==> config.mk <==
export PLATFORM = sky130hd
export DESIGN_NAME = reg_writeback_queue_flat
export DESIGN_NICKNAME = d
export VERILOG_FILES = /design/src/rtl/reg_writeback_queue_if.sv /design/src/rtl/reg_writeback_queue.sv /design/src/flat_wrapper.sv
export SDC_FILE = /design/constraint.sdc
export NUM_CORES = 1
export LEC_CHECK = 0
export BUFFER_PORTS_ARGS = -buffer_cell sky130_fd_sc_hd__buf_2
export CAP_MARGIN = 10
export CORE_MARGIN = 2
export CORE_UTILIZATION = 55
export CTS_BUF_LIST = sky130_fd_sc_hd__clkbuf_4 sky130_fd_sc_hd__clkbuf_8 sky130_fd_sc_hd__clkbuf_16
export CTS_CLUSTER_DIAMETER = 60
export CTS_CLUSTER_SIZE = 20
export DETAILED_ROUTE_END_ITERATION = 8
export GPL_ROUTABILITY_DRIVEN = 0
export MAX_ROUTING_LAYER = met4
export PLACE_DENSITY = 0.79
export SETUP_SLACK_MARGIN = 0.4
export SLEW_MARGIN = 20
export SYNTH_ARGS = -nofsm -noshare
export SYNTH_HDL_FRONTEND = slang
export SYNTH_SLANG_ARGS = --single-unit
export TNS_END_PERCENT = 1
==> constraint.sdc <==
create_clock -name clk -period 3.24 [get_ports clk]
set_input_delay 0.162 -clock clk [delete_from_list [all_inputs] [get_ports clk]]
set_output_delay 0.162 -clock clk [all_outputs]
set_load 0.1 [all_outputs]
==> src/rtl/reg_writeback_queue_if.sv <==
// Bus bundle for the writeback queue: WB-side handshake, register file write port and
// the two decode-side forwarding lookups.
interface reg_writeback_queue_if #(
  parameter int AW = 5,
  parameter int DW = 32
);
  logic          wb_valid;
  logic          wb_ready;
  logic [AW-1:0] wb_dest;
  logic [DW-1:0] wb_data;
  logic          wr_stall;
  logic          RegWrite;
  logic [AW-1:0] write1;
  logic [DW-1:0] data_in;
  logic [AW-1:0] read_add1;
  logic [AW-1:0] read_add2;
  logic          fwd_hit1;
  logic [DW-1:0] fwd_data1;
  logic          fwd_hit2;
  logic [DW-1:0] fwd_data2;

  // Handshake: a writeback transfers on a posedge where wb_valid && wb_ready;
  // wb_ready depends only on queue fullness, and a held offer keeps its dest/data stable.
  modport master (
    output wb_valid, wb_dest, wb_data, wr_stall, read_add1, read_add2,
    input  wb_ready, RegWrite, write1, data_in, fwd_hit1, fwd_data1, fwd_hit2, fwd_data2
  );

  modport slave (
    input  wb_valid, wb_dest, wb_data, wr_stall, read_add1, read_add2,
    output wb_ready, RegWrite, write1, data_in, fwd_hit1, fwd_data1, fwd_hit2, fwd_data2
  );
endinterface

==> src/rtl/reg_writeback_queue.sv <==
// Writeback FIFO in front of the register file: one registered write per cycle, plus
// forwarding of the newest pending value for the two decode read addresses.
module reg_writeback_queue #(
  parameter int DEPTH = 4,
  parameter int AW    = 5,
  parameter int DW    = 32
) (
  input  logic                     clk,
  input  logic                     reset,
  reg_writeback_queue_if.slave     bus,
  output logic [$clog2(DEPTH):0]   count,
  output logic                     full,
  output logic                     empty
);
  localparam int PW = $clog2(DEPTH);
  localparam int CW = PW + 1;

  logic [AW-1:0] q_dest [DEPTH];
  logic [DW-1:0] q_data [DEPTH];
  logic [PW-1:0] rd_ptr;
  logic [PW-1:0] wr_ptr;
  logic [CW-1:0] cnt;
  logic          push;
  logic          pop;
  logic          wr_en_q;
  logic [AW-1:0] wr_addr_q;
  logic [DW-1:0] wr_data_q;
  logic          hit1;
  logic          hit2;
  logic [DW-1:0] fdata1;
  logic [DW-1:0] fdata2;
  logic [PW-1:0] idx;

  assign full         = (cnt == CW'(DEPTH));
  assign empty        = (cnt == '0);
  assign count        = cnt;
  assign bus.wb_ready = !full;

  // Writes to register 0 are consumed by the handshake but never stored.
  assign push = bus.wb_valid && !full && (bus.wb_dest != '0);
  assign pop  = !empty && !bus.wr_stall;

  always_ff @(posedge clk) begin
    if (push) begin
      q_dest[wr_ptr] <= bus.wb_dest;
      q_data[wr_ptr] <= bus.wb_data;
    end
  end

  always_ff @(posedge clk) begin
    if (reset) begin
      rd_ptr    <= '0;
      wr_ptr    <= '0;
      cnt       <= '0;
      wr_en_q   <= 1'b0;
      wr_addr_q <= '0;
      wr_data_q <= '0;
    end else begin
      if (push) wr_ptr <= wr_ptr + 1'b1;
      if (pop) begin
        wr_en_q   <= 1'b1;
        wr_addr_q <= q_dest[rd_ptr];
        wr_data_q <= q_data[rd_ptr];
        rd_ptr    <= rd_ptr + 1'b1;
      end else begin
        wr_en_q <= 1'b0;
      end
      cnt <= cnt + CW'(push) - CW'(pop);
    end
  end

  assign bus.RegWrite = wr_en_q;
  assign bus.write1   = wr_addr_q;
  assign bus.data_in  = wr_data_q;

  // Scan oldest to youngest so later (younger) matches overwrite; in-flight write is lowest.
  always_comb begin
    hit1   = 1'b0;
    hit2   = 1'b0;
    fdata1 = '0;
    fdata2 = '0;
    idx    = '0;
    if (wr_en_q && (wr_addr_q == bus.read_add1)) begin
      hit1   = 1'b1;
      fdata1 = wr_data_q;
    end
    if (wr_en_q && (wr_addr_q == bus.read_add2)) begin
      hit2   = 1'b1;
      fdata2 = wr_data_q;
    end
    for (int k = 0; k < DEPTH; k++) begin
      idx = rd_ptr + PW'(k);
      if (CW'(k) < cnt) begin
        if (q_dest[idx] == bus.read_add1) begin
          hit1   = 1'b1;
          fdata1 = q_data[idx];
        end
        if (q_dest[idx] == bus.read_add2) begin
          hit2   = 1'b1;
          fdata2 = q_data[idx];
        end
      end
    end
    if (bus.read_add1 == '0) begin
      hit1   = 1'b0;
      fdata1 = '0;
    end
    if (bus.read_add2 == '0) begin
      hit2   = 1'b0;
      fdata2 = '0;
    end
  end

  assign bus.fwd_hit1  = hit1;
  assign bus.fwd_data1 = fdata1;
  assign bus.fwd_hit2  = hit2;
  assign bus.fwd_data2 = fdata2;
endmodule

==> src/flat_wrapper.sv <==
// flat-port wrapper written by rule: the top's interface ports become plain ports
module reg_writeback_queue_flat 
#(
  parameter int DEPTH = 4,
  parameter int AW    = 5,
  parameter int DW    = 32
)
  (clk, reset, count, full, empty, bus_wb_valid, bus_wb_dest, bus_wb_data, bus_wr_stall, bus_read_add1, bus_read_add2, bus_wb_ready, bus_RegWrite, bus_write1, bus_data_in, bus_fwd_hit1, bus_fwd_data1, bus_fwd_hit2, bus_fwd_data2);
  reg_writeback_queue_if #(.AW(AW), .DW(DW)) bus_i ();
  input  logic clk;
  input  logic reset;
  output logic [$clog2(DEPTH):0] count;
  output logic full;
  output logic empty;
  input wire logic [$bits(bus_i.wb_valid)-1:0] bus_wb_valid;
  input wire logic [$bits(bus_i.wb_dest)-1:0] bus_wb_dest;
  input wire logic [$bits(bus_i.wb_data)-1:0] bus_wb_data;
  input wire logic [$bits(bus_i.wr_stall)-1:0] bus_wr_stall;
  input wire logic [$bits(bus_i.read_add1)-1:0] bus_read_add1;
  input wire logic [$bits(bus_i.read_add2)-1:0] bus_read_add2;
  output wire logic [$bits(bus_i.wb_ready)-1:0] bus_wb_ready;
  output wire logic [$bits(bus_i.RegWrite)-1:0] bus_RegWrite;
  output wire logic [$bits(bus_i.write1)-1:0] bus_write1;
  output wire logic [$bits(bus_i.data_in)-1:0] bus_data_in;
  output wire logic [$bits(bus_i.fwd_hit1)-1:0] bus_fwd_hit1;
  output wire logic [$bits(bus_i.fwd_data1)-1:0] bus_fwd_data1;
  output wire logic [$bits(bus_i.fwd_hit2)-1:0] bus_fwd_hit2;
  output wire logic [$bits(bus_i.fwd_data2)-1:0] bus_fwd_data2;
  assign bus_i.wb_valid = bus_wb_valid;
  assign bus_i.wb_dest = bus_wb_dest;
  assign bus_i.wb_data = bus_wb_data;
  assign bus_i.wr_stall = bus_wr_stall;
  assign bus_i.read_add1 = bus_read_add1;
  assign bus_i.read_add2 = bus_read_add2;
  assign bus_wb_ready = bus_i.wb_ready;
  assign bus_RegWrite = bus_i.RegWrite;
  assign bus_write1 = bus_i.write1;
  assign bus_data_in = bus_i.data_in;
  assign bus_fwd_hit1 = bus_i.fwd_hit1;
  assign bus_fwd_data1 = bus_i.fwd_data1;
  assign bus_fwd_hit2 = bus_i.fwd_hit2;
  assign bus_fwd_data2 = bus_i.fwd_data2;
  reg_writeback_queue #(.DEPTH(DEPTH), .AW(AW), .DW(DW)) u_core (.clk(clk), .reset(reset), .bus(bus_i), .count(count), .full(full), .empty(empty));
endmodule
==> out/metrics.csv <==
metric,value,unit
status,"complete, but fails checks",
failing checks,setup timing,
Tot GR Track Use,36.4,%
CP bufs+invs,5,
Crit Path Max Fanout,7,
hold endpoint,u_core.q_dest[0][3],
number of global-route vias before repair,11600,
Placement Cell Area,16700,µm²
CTS buffer count,17,
total gr overflow,0,
Max Slew Vio Count,0,
final net count,1293,
crit path cell chain,mux4_4 -> xor2_2 -> a2111oi_2 -> buf_4 -> and3b_2 -> buf_12 -> buf_12 -> a221oi_2 -> buf_4 -> o311ai_4 -> buf_12,
Crit-path slowest cell,mux4_4,
DP Cell Count,1489,
worst slew pin tran,1.20,ns
Non-Filler Instances,1572,
Post-DP HPWL,28200,µm
HP Class,in2reg,
flop2flop setup slack,1.02,ns
I/O pin cnt,161,
Die Width,161,µm
total of max-cap violations,0,
Critical Path AT,3.42,ns
1st-pass router iterations,6,
largest net degree at the start of global routing,65,
CORE AREA,24200,µm²
"EDFF count, synth",148,
H-tree Lvls,4,
row count,57,
area of the multi-input gates,8630,µm²
relative slew slack,20.1,%
Synth Cell Area,13500,µm²
post-route ant nets,0,
R2R depth,10,
CP Class,reg2out,
RSZ-0062 raised after global routing,yes,
area grow syn2layout,35.1,%
worst skew pair latency,0.45,ns
"commonest non-fill, non-tap cell in the layout",edfxtp_1,
DRT iter0 DRCs,2017,
number of synthesized register bits,195,
worst reg2reg startpoint,u_core.count[1],
Crit path largest cell delay,0.68,ns
fillcell total,1300,
WL/cell,29.7,µm
Vias/cell,7.57,
Residual DRC,0,
vias post-DR,11900,
chip height,161,µm
CTS tree,yes,
part of the Yosys area used for sequential elements,39.9,%
Worst Hold Path Cells,1,
share of layout cells above drive strength 1,50.2,%
Bufs on Longest Clock Path,2,
Startpoint Class,register,
worst reg2reg endpoint,u_core.count[2],
syn nets,1107,
final WL,46600,µm
fraction of registers with async set/reset,0,%
most frequent cells in the layout,"edfxtp_1 (148), mux4_2 (141), buf_2 (94)",
first-pass GRT wire length,68800,µm
count of final hold-check violations,0,
VDD IR-drop max,0.571,mV
clock period minus worst slack,3.59,ns
Setup Skew,0.0126,ns
Final setup viols,66,
synth warn,0,
Mean Syn Cell Area,12.9,µm²
clock slew at reported path FFs,0.08,ns
clock tree root driver cell,clkbuf_16,
initial core utilization,55.8,%
Pwr per Cell Area,733,nW/µm²
Lkg Pwr,0.00601,µW
FF/Latch Area,5410,µm²
slack of the critical path,-0.346,ns
Final period util,111,%
top_reg_cell synth,edfxtp_1,
clock sinks,195,
cell mode on critical path,buf_12,
crit end category,output pin,
hold path startpoint,bus_wb_dest[3],
DIE AREA,25800,µm²
cell family with most CP delay,buffers and inverters,
initial antenna violation count,2,
critical path required time,3.08,ns
number of port buffers,160,
synth unique cells,51,
Synth Instances,1047,
fmax,0.279,GHz
Finished Cell Area,18200,µm²
## where the power goes
group	internal (µW)	leakage, µW	switching (µW)	total (µW)
Combinational	2760	0.00397	4880	7640
Sequential	3080	0.00174	431	3510
Clock	1110	0.000295	1090	2200
Total	6950	0.00601	6400	13400
## cell families after synthesis
| kind of cell | after synthesis | share of synthesized area, % |
|---|---|---|
| AOI/OAI and AO/OA | 209 | 14.7 |
| xor gates and xnor gates | 55 | 3.57 |
| adders and majority gates | 9 | 0.891 |
| buffers and inverters | 131 | 5.12 |
| DFF | 195 | 39.9 |
| muxes | 155 | 25.5 |
| and+or+nand+nor | 293 | 10.3 |
## registers in the layout, indices dropped and copies added (netlist names), named ones only
name and count:
u_core.wr_ptr 2, u_core.bus.write1 5, u_core.count 3, u_core.q_data 128
u_core.q_dest 20, u_core.bus.data_in 32, u_core.rd_ptr 2, u_core.bus.RegWrite 1
## layer usage
| layer | global-route usage (%) | wire, µm | vias up |
|---|---|---|---|
| met1 | 45.5 | 15600 | 5713 |
| met3 | 8.19 | 6550 | 282 |
| met2 | 57.1 | 21900 | 1227 |
| li1 | - | - | 4685 |
| met4 | 16.9 | 2590 | 0 |
| met5 | - | 0 | - |
## how the worst max path moves through the flow
stage	slack, ns	endpoint	cells after the start	start
2_1_floorplan	-0.02	bus_fwd_data2[10]	10	u_core.rd_ptr[1]
3_3_place_gp	0.03	bus_fwd_data2[16]	9	register
3_5_place_dp	-0.009	bus_fwd_data1[5]	10	u_core.rd_ptr[1]
4_1_cts	-0.29	bus_fwd_data2[27]	11	u_core.q_dest[2][2]
5_1_grt	-0.38	bus_fwd_data2[23]	11	u_core.q_dest[0][2]
6_report	-0.35	bus_fwd_data2[23]	11	u_core.q_dest[0][2]
## metrics by stage
stage               power [µW]  hold slack (ns)  setup WS (ns)  utilization (%)  TNS (ns)
global placement         10500            0.374         0.0275             68.9         0
floorplan                 8850            0.261        -0.0228                -    -0.677
global route             13700           0.0220         -0.379             75.4    -18.43
finish                   13400           0.0264         -0.346             75.4    -13.35
CTS                      13100           0.0115         -0.291             74.5     -8.90
detailed placement       10700            0.379       -0.00945             68.9  -0.00945
## timing repair
item | 4_1_cts | 5_1_grt
setup endpoints to repair | 66 | 66
endpoints found under the hold margin | 144 | 0
pin swaps | 33 | 5
hold buffers | 36 | 0
cloned | 1 | 0
buffers inserted | 10 | 2
gates resized for setup | 53 | 27
## synth_stat cells (all sizes together) (19+ instances only)
master,n,share of area [%]
a32oi,32,2.1
edfxtp,148,33
o311ai,32,3.7
xor2,36,2.3
a221oi,64,5.1
nand3,36,1.3
mux4,148,25
o31ai,32,1.8
nor2,81,2.3
nand4,34,1.6
buf,74,3.3
dfxtp,47,7.0
xnor2,19,1.2
or2,33,1.5
clkbuf,43,1.2
nand2,82,2.3
a21oi,43,1.6
## area by class of cell
cell class              instances  area share (%)
well taps                     324            2.22
repair buffers                288            17.1
multi-input cells             721            47.4
flip-flops and latches        195            29.7
diodes                          2          0.0275
clock inverters                15            1.01
clock buffers                  17            2.33
inverters                      10           0.206
## worst register-to-register path: stages (launching register included)
cell,delay (ns)
dfxtp_2,0.43
nor3_4,0.07
or2_2,0.29
inv_1,0.09
ha_1,0.23
inv_1,0.06
ha_1,0.13
inv_1,0.05
fa_1,0.44
xnor2_1,0.20
nor2_1,0.06
Power figures use the tool's default switching activity.
